File: src/rtl/booth_pkg.sv
// booth_pkg: shared state encoding, defaults and round-robin pick helper for booth_mult_arbiter
package booth_pkg;
  localparam int DEF_WIDTH = 4;
  localparam int MAX_REQ = 32;
  typedef enum logic [1:0] {IDLE = 2'd0, RUN = 2'd1, DONE = 2'd2} state_t;
  typedef struct packed {
    logic       found;
    logic [4:0] idx;
  } rr_pick_t;
  // First set bit of valid at or above ptr, wrapping within n entries
  function automatic rr_pick_t rr_pick(input logic [MAX_REQ-1:0] valid, input int unsigned ptr,
                                       input int unsigned n);
    rr_pick_t r;
    int unsigned j;
    r = '0;
    for (int unsigned k = 0; k < MAX_REQ; k++) begin
      if (k < n) begin
        j = (ptr + k) % n;
        if (!r.found && valid[j[4:0]]) begin
          r.found = 1'b1;
          r.idx = j[4:0];
        end
      end
    end
    return r;
  endfunction
endpackage

File: src/rtl/booth_seq_core.sv
// booth_seq_core: iterative radix-2 Booth datapath, one add/shift step per cycle
module booth_seq_core
  import booth_pkg::*;
#(
  parameter int WIDTH = DEF_WIDTH
) (
  input  logic               clk,
  input  logic               rst_n,
  input  logic               i_load,
  input  logic               i_step,
  input  logic [WIDTH-1:0]   i_mc,
  input  logic [WIDTH-1:0]   i_mp,
  output logic               o_last,
  output logic [2*WIDTH-1:0] o_prod
);
  localparam int CW = $clog2(WIDTH + 1);
  logic [WIDTH:0]   r_a;
  logic [WIDTH-1:0] r_q;
  logic             r_q1;
  logic [WIDTH-1:0] r_m;
  logic [CW-1:0]    r_count;
  logic [WIDTH:0]   w_m_ext;
  logic [WIDTH:0]   w_sum;
  // A carries one guard bit so subtracting the most-negative multiplicand cannot overflow
  assign w_m_ext = {r_m[WIDTH-1], r_m};
  assign w_sum = ({r_q[0], r_q1} == 2'b01) ? r_a + w_m_ext :
                 ({r_q[0], r_q1} == 2'b10) ? r_a - w_m_ext : r_a;
  assign o_last = (r_count == CW'(WIDTH - 1));
  assign o_prod = {r_a[WIDTH-1:0], r_q};
  always_ff @(posedge clk or negedge rst_n) begin
    if (!rst_n) begin
      r_a <= '0;
      r_q <= '0;
      r_q1 <= 1'b0;
      r_m <= '0;
      r_count <= '0;
    end else if (i_load) begin
      r_a <= '0;
      r_q <= i_mp;
      r_q1 <= 1'b0;
      r_m <= i_mc;
      r_count <= '0;
    end else if (i_step) begin
      r_a <= {w_sum[WIDTH], w_sum[WIDTH:1]};
      r_q <= {w_sum[0], r_q[WIDTH-1:1]};
      r_q1 <= r_q[0];
      r_count <= r_count + 1'b1;
    end
  end
endmodule

File: src/rtl/booth_mult_arbiter.sv
// booth_mult_arbiter: round-robin sharing of one iterative Booth multiplier among N_REQ requesters
module booth_mult_arbiter
  import booth_pkg::*;
#(
  parameter int N_REQ = 4,
  parameter int WIDTH = DEF_WIDTH,
  parameter int ID_W  = $clog2(N_REQ)
) (
  input  logic                   clk,
  input  logic                   rst_n,
  input  logic [N_REQ-1:0]       i_req_valid,
  input  logic [N_REQ*WIDTH-1:0] i_req_mc,
  input  logic [N_REQ*WIDTH-1:0] i_req_mp,
  output logic [N_REQ-1:0]       o_req_ready,
  output logic                   o_rsp_valid,
  input  logic                   i_rsp_ready,
  output logic [ID_W-1:0]        o_rsp_id,
  output logic [2*WIDTH-1:0]     o_rsp_prod,
  output logic                   o_busy
);
  state_t          r_state;
  logic [ID_W-1:0] r_ptr;
  logic [ID_W-1:0] r_id;
  rr_pick_t        w_pick;
  logic [ID_W-1:0] w_idx;
  logic            w_accept;
  logic            w_last;
  logic [N_REQ-1:0] w_one;
  assign w_one = N_REQ'(1);
  assign w_pick = rr_pick(MAX_REQ'(i_req_valid), 32'(r_ptr), N_REQ);
  assign w_idx = w_pick.idx[ID_W-1:0];
  assign w_accept = (r_state == IDLE) && w_pick.found;
  assign o_req_ready = w_accept ? (w_one << w_idx) : '0;
  assign o_rsp_valid = (r_state == DONE);
  assign o_rsp_id = r_id;
  assign o_busy = (r_state != IDLE);
  booth_seq_core #(.WIDTH(WIDTH)) u_core (
    .clk    (clk),
    .rst_n  (rst_n),
    .i_load (w_accept),
    .i_step (r_state == RUN),
    .i_mc   (i_req_mc[w_idx*WIDTH +: WIDTH]),
    .i_mp   (i_req_mp[w_idx*WIDTH +: WIDTH]),
    .o_last (w_last),
    .o_prod (o_rsp_prod)
  );
  always_ff @(posedge clk or negedge rst_n) begin
    if (!rst_n) begin
      r_state <= IDLE;
      r_ptr <= '0;
      r_id <= '0;
    end else begin
      case (r_state)
        IDLE: if (w_accept) begin
          r_id <= w_idx;
          r_ptr <= (w_idx == ID_W'(N_REQ - 1)) ? '0 : w_idx + 1'b1;
          r_state <= RUN;
        end
        RUN: if (w_last) r_state <= DONE;
        DONE: if (i_rsp_ready) r_state <= IDLE;
        default: r_state <= IDLE;
      endcase
    end
  end
endmodule

File: config.mk
export PLATFORM = sky130hd
export DESIGN_NAME = booth_mult_arbiter
export DESIGN_NICKNAME = d
export VERILOG_FILES = /design/src/rtl/booth_pkg.sv /design/src/rtl/booth_seq_core.sv /design/src/rtl/booth_mult_arbiter.sv
export SDC_FILE = /design/constraint.sdc
export NUM_CORES = 1
export LEC_CHECK = 0
export BUFFER_PORTS_ARGS = -buffer_cell sky130_fd_sc_hd__buf_2
export CAP_MARGIN = 20
export CORE_ASPECT_RATIO = 0.5
export CORE_MARGIN = 4
export CORE_UTILIZATION = 30
export DETAILED_ROUTE_END_ITERATION = 10
export REMOVE_ABC_BUFFERS = 1
export SLEW_MARGIN = 10
export SYNTH_ARGS = -nofsm -noshare
export SYNTH_HDL_FRONTEND = slang
export SYNTH_HIERARCHICAL = 1
export SYNTH_SLANG_ARGS = --single-unit
File: constraint.sdc
create_clock -name clk -period 2.87 [get_ports clk]
set_clock_uncertainty 0.15 [all_clocks]
set_input_delay 0.287 -clock clk [delete_from_list [all_inputs] [get_ports clk]]
set_output_delay 0.287 -clock clk [all_outputs]
set_load 0.01 [all_outputs]
==> results.sh, run 1 <==
export IMPL_placed_cell_area_um2=2110
export IMPL_yosys_top_cells_area="dfrtp_1 (31%), mux2i_1 (17%), ha_1 (9.1%)"
export IMPL_drc=0
export IMPL_first_iter_violations=68
export IMPL_chipWidth_um=117
export IMPL_arrival_ns=1.89
export IMPL_grt_first_pass_wirelength_um=6820
export IMPL_fin_crit_ns=2.33
export IMPL_wl_um=4150
export IMPL_core_area_um2=5630
export IMPL_cts_resized_gates=0
export IMPL_diodes=0
export IMPL_post_cts_buffers=0
export IMPL_portBuffers=54
export IMPL_nets=295
export IMPL_final_layout_size_suffix_gt1_frac=0.296
export IMPL_fin_area_um2=2210
export IMPL_max_clock_path_buffers=2
export IMPL_cp_start_kind="flip-flop"
export IMPL_path_class="flip-flop to output port"
export IMPL_num_vias=1521
export IMPL_yosys_register_bits=22
export IMPL_hold_buffers=1
export IMPL_cts_htree_levels=1
export IMPL_antenna_found_initial=0
export IMPL_end_kind="output port"
export IMPL_irDropWorstVdd_mv=0.356
export IMPL_grt_max_degree=26
export IMPL_ant_nets=0
export IMPL_avgSynthCellArea_um2=9.58
export IMPL_netlist_area_um2=1790
export IMPL_syn_inst=187
export IMPL_leakage_nw=1.15
export IMPL_status="finished, final reports clean"
export IMPL_cts_tree="done"
export IMPL_die_area_um2=7350
export IMPL_yosys_area_top_type="dfrtp_1"
export IMPL_worstMarginPinSlew_ns=0.518
export IMPL_overflow=0
export IMPL_dpl_hpwl_um=3280
export IMPL_maxSlewViolCount=0
export IMPL_synth_distinct_cells=38
export IMPL_initial_core_util=0.318
export IMPL_rsz0062_at_grt="false"
export IMPL_grt_pass1_vias=1449
export IMPL_max_cap_violations=0
export IMPL_fmax_ghz=0.429
export IMPL_setup_violations=0
export IMPL_viasPerCell=4.86
export IMPL_worstSkewPairLatency_ns=0.26
export IMPL_path_clk_slew_ns=0.06
export IMPL_finalCritPeriodShare=0.811
export IMPL_die_y_um=62.6
export IMPL_fillCellCount=533
export IMPL_grt_usage=0.113
export IMPL_place_congestion=0.886
export IMPL_synth_top_cell_area_share=0.307
export IMPL_finalSetupTns_ns=0
export IMPL_finalPower_mw=2.32
export IMPL_root_buffer="clkbuf_16"
export IMPL_yosysSeqAreaShare=0.307
export IMPL_cp_max_fo=13
export IMPL_required_ns=2.43
export IMPL_ios=55
export IMPL_relSlewSlack=0.655
export IMPL_area_growth_pct=23.2
export IMPL_numCtsBuffers=3
export IMPL_num_rows=19
export IMPL_p_per_area_nw_per_um2=1050
export IMPL_final_hold_violation_count=0
export IMPL_first_pass_iters=4
export IMPL_cts_sinks=22
export IMPL_wl_per_cell_um=13.3
export IMPL_ys_warn_count=6
export IMPL_hp_class="input pin to flip-flop"
## Yosys cell counts (all sizes together)
cell type / count
a221oi: 1
or3b: 2
and3: 1
ha: 13
o221ai: 1
a2111oi: 1
or4: 1
nor2b: 4
a21boi: 1
mux2: 4
inv: 16
o2bb2a: 1
o21ai: 13
fa: 2
a211oi: 4
o31ai: 2
xnor2: 4
a21oi: 6
a21o: 1
and4bb: 2
clkbuf: 2
nand3b: 2
mux2i: 30
o211a: 1
nor3: 6
dfrtp: 22
nand2: 16
nand2b: 3
nor3b: 4
o211ai: 1
a311o: 1
buf: 8
nor2: 11
## worst paths after layout
path,startpoint,endpoint,slack (ns),depth (start not counted)
max reg2reg,r_ptr[1],u_core/r_m[0],0.69,6
min reg2reg,r_state[1],r_state[0],0.35,1
max,r_ptr[1],o_req_ready[3],0.54,7
min,i_rsp_ready,r_state[1],0.16,3
max in group asynchronous,rst_n,r_state[1],1.84,2
min in group asynchronous,rst_n,u_core/r_a[3],0.38,2
## report_power, final
group	total [mW]	internal [mW]	switching, mW
combinational	1.38	0.652	0.731
sequential	0.612	0.465	0.147
clock	0.327	0.213	0.114
total	2.32	1.33	0.992
## worst max-delay path: stages, from the launching register on
cell      delay (ns)
dfrtp_1         0.46
a21oi_1         0.12
o21ai_0         0.14
o2bb2a_1        0.23
buf_4           0.20
ha_1            0.22
and3_1          0.14
buf_2           0.14
## kinds of logic after synthesis
kind of cell,share of synthesized area
flip-flops,0.307
AO/OA/AOI/OAI,0.132
multiplexers,0.195
buffers and inverters,0.0754
AND/OR/NAND/NOR,0.158
XOR/XNOR,0.0196
adder cells (fa/ha/maj),0.113
## placed cells by master (no fill, tap or decap), types with 2 or more instances in the layout
cell | netlist | layout
nand2_1 | 15 | 15
o31ai_1 | 2 | 2
or3b_1 | 2 | 2
a211oi_1 | 4 | 4
nor3_1 | 6 | 6
nor2_1 | 11 | 11
and4bb_1 | 2 | 2
dfrtp_1 | 22 | 22
buf_4 | 1 | 4
xnor2_1 | 4 | 4
mux2i_1 | 30 | 30
nor2b_1 | 4 | 4
nor3b_1 | 4 | 4
nand3b_1 | 2 | 2
buf_2 | 5 | 54
nand2b_1 | 3 | 3
clkbuf_16 | 0 | 3
mux2_2 | 3 | 3
fa_1 | 2 | 2
ha_1 | 13 | 13
o21ai_0 | 13 | 13
inv_1 | 16 | 16
a21oi_1 | 6 | 6
## final cells by class
cell class	count	area, um2	area share
Clock buffer	4	88.8	0.0402
Inverter	16	60.1	0.0272
Multi-Input combinational cell	139	1110	0.501
Sequential cell	22	551	0.249
Tap cell	73	91.3	0.0414
Timing Repair Buffer	59	310	0.141
## per-stage QoR
stage / instances / setup slack [ns] / utilization / hold WS [ns]
3_3_place_gp: 308 / 0.683 / 0.374 / 0.132
6_report: 313 / 0.541 / 0.392 / 0.164
3_5_place_dp: 308 / 0.610 / 0.374 / 0.144
2_1_floorplan: 177 / 0.455 / - / -0.159
4_1_cts: 313 / 0.551 / 0.392 / 0.157
5_1_grt: 313 / 0.406 / 0.392 / 0.175
## layer usage
layer	vias up	track usage	part of all wire
li1	763	-	-
met1	728	0.142	0.44
met2	28	0.195	0.50
met3	2	0.0309	0.058
met4	0	0.0172	0.0034
met5	-	0	0
## flip-flops by register name (all words and copies together), names as in the netlist
| register | cells |
|---|---|
| u_core/r_m | 4 |
| u_core/r_q1 | 1 |
| u_core/r_a | 4 |
| u_core/r_q | 4 |
| o_rsp_id | 2 |
| u_core/r_count | 3 |
| r_ptr | 2 |
| r_state | 2 |
Power figures use the tool's default switching activity.
==> inputs of run 2 (changes only) <==
- clock period: 2.87 -> 2.27 ns (I/O delays scaled with it)
==> run 2 against run 1 <==
Net effect: cell area up 1.8%; critical path depth down 1; clock power up 26%.
==> results.sh, run 2 (synthesized netlist as in run 1, its figures left out) <==
export IMPL_status="finished, final reports clean"
export IMPL_worstMarginPinSlew_ns=0.501
export IMPL_setup_violations=0
export IMPL_rrSetupSlack_ns=0.15
export IMPL_setup_slack_ns=0.128
export IMPL_end_kind="output port"
export IMPL_cts_htree_levels=1
export IMPL_path_class="flip-flop to output port"
export IMPL_path_clk_slew_ns=0.06
export IMPL_internal_power_mw=1.72
export IMPL_place_inst=309
export IMPL_first_pass_iters=4
export IMPL_post_place_ws_ns=0.175
export IMPL_grt_first_pass_wirelength_um=7020
export IMPL_root_buffer="clkbuf_16"
export IMPL_wl_um=4190
export IMPL_cts_tree="done"
export IMPL_final_layout_size_suffix_gt1_frac=0.306
export IMPL_fmax_ghz=0.467
export IMPL_grt_pass1_vias=1555
export IMPL_irDropWorstVdd_mv=0.378
export IMPL_finalCritPeriodShare=0.944
export IMPL_hp_start="i_rsp_ready"
export IMPL_place_congestion=0.857
export IMPL_swShare=0.424
export IMPL_rsz0062_at_grt="false"
export IMPL_r2r_cells=7
export IMPL_power_frac_clock=0.138
export IMPL_overflow=0
export IMPL_numCtsBuffers=3
export IMPL_timing_rr_start="r_ptr[1]"
export IMPL_die_y_um=62.6
export IMPL_chipWidth_um=117
export IMPL_finalSetupTns_ns=0
export IMPL_max_cap_violations=0
export IMPL_holdWs_ns=0.0999
export IMPL_cts_sinks=22
export IMPL_leakage_nw=1.16
export IMPL_required_ns=1.89
export IMPL_final_hold_violation_count=0
export IMPL_cp_start_kind="flip-flop"
export IMPL_combPwrFrac=0.602
export IMPL_viasPerCell=4.82
export IMPL_ios=55
export IMPL_cp_max_fo=7
export IMPL_p_seq_frac=0.260
export IMPL_initial_core_util=0.318
export IMPL_worstSkewPairLatency_ns=0.26
export IMPL_hp_class="input pin to flip-flop"
export IMPL_fin_area_um2=2250
export IMPL_diodes=0
export IMPL_drc=0
export IMPL_dpl_hpwl_um=3250
export IMPL_core_area_um2=5630
export IMPL_p_per_area_nw_per_um2=1330
export IMPL_fin_crit_ns=2.14
export IMPL_utilization=0.399
export IMPL_arrival_ns=1.77
export IMPL_grt_max_degree=26
export IMPL_reg_top3="u_core/r_a x4, u_core/r_m x4, u_core/r_q x4"
export IMPL_final_cell_mix="buf_2 (54), mux2i_1 (30), dfrtp_1 (21), inv_1 (16), nand2_1 (15)"
export IMPL_portBuffers=54
export IMPL_area_growth_pct=25.4
export IMPL_min_to="r_state[1]"
export IMPL_num_vias=1519
export IMPL_fillCellCount=558
export IMPL_antenna_found_initial=0
export IMPL_nets=297
export IMPL_wl_per_cell_um=13.3
export IMPL_first_iter_violations=75
export IMPL_num_rows=19
export IMPL_finalPower_mw=2.99
export IMPL_final_common_cell="buf_2"
export IMPL_max_clock_path_buffers=2
export IMPL_ant_nets=0
export IMPL_grt_usage=0.117
export IMPL_maxSlewViolCount=0
export IMPL_p_sw_mw=1.27
export IMPL_relSlewSlack=0.666
export IMPL_min_delay_path_depth=3
export IMPL_r2r_end="u_core/r_m[0]"
export IMPL_fin_cells=315
export IMPL_die_area_um2=7350
export IMPL_placed_cell_area_um2=2130
[run 2: changes by cell type in the layout (fill, tap and decap cells not counted), sizes merged]
cell,previous run,this run
buf,58,60
[run 2: layout make-up]
type	count	area (um2)	share of cell area
multi-input combinational	139	1120	0.497
timing repair buffer	61	338	0.150
sequential	22	552	0.246
inverter	16	60.1	0.0267
tap	73	91.3	0.0406
clock buffer	4	88.8	0.0395
[run 2: worst max-delay path by stage]
stage	from	to	slack, ns	cells after the start
floorplan	r_ptr[1]	r_ptr[1]	-0.13	5
global placement	i_req_valid[2]	u_core/r_a[2]	0.21	8
detailed placement	r_ptr[1]	u_core/r_m[0]	0.18	6
CTS	r_ptr[1]	o_req_ready[3]	0.04	6
global route	r_ptr[1]	o_req_ready[1]	0.05	5
finish	r_ptr[1]	o_req_ready[3]	0.13	6
[run 2: routing by layer]
metal	track usage	wire [um]	up-vias
met3	0.0300	187	4
met1	0.141	1830	721
met4	0.0243	28	0
li1	-	-	770
met2	0.209	2150	24
met5	0	0	-
[run 2: repair_timing]
action                                  4_1_cts  5_1_grt
buffers inserted                              0        1
hold endpoints to repair                     22        0
hold buffers                                  1        0
endpoints found under the setup margin        1        1
pin swaps                                     0        1
resized for setup                             1        1
[run 2: worst max-delay path, cell delays in order (launching register included)]
cell	delay (ns)
dfrtp_2	0.45
mux2_4	0.33
o221ai_4	0.20
inv_1	0.07
ha_1	0.18
and3_1	0.14
buf_2	0.14
[run 2: power groups by stage]
stage                     Combinational (mW)  Sequential (mW)  Clock [mW]
after floorplan                         1.27            0.778           0
final                                   1.80            0.775       0.413
after CTS                               1.79            0.777       0.429
after global routing                    2.02            0.815       0.445
after global placement                  1.72            0.766           0
after detailed placement                1.77            0.785           0
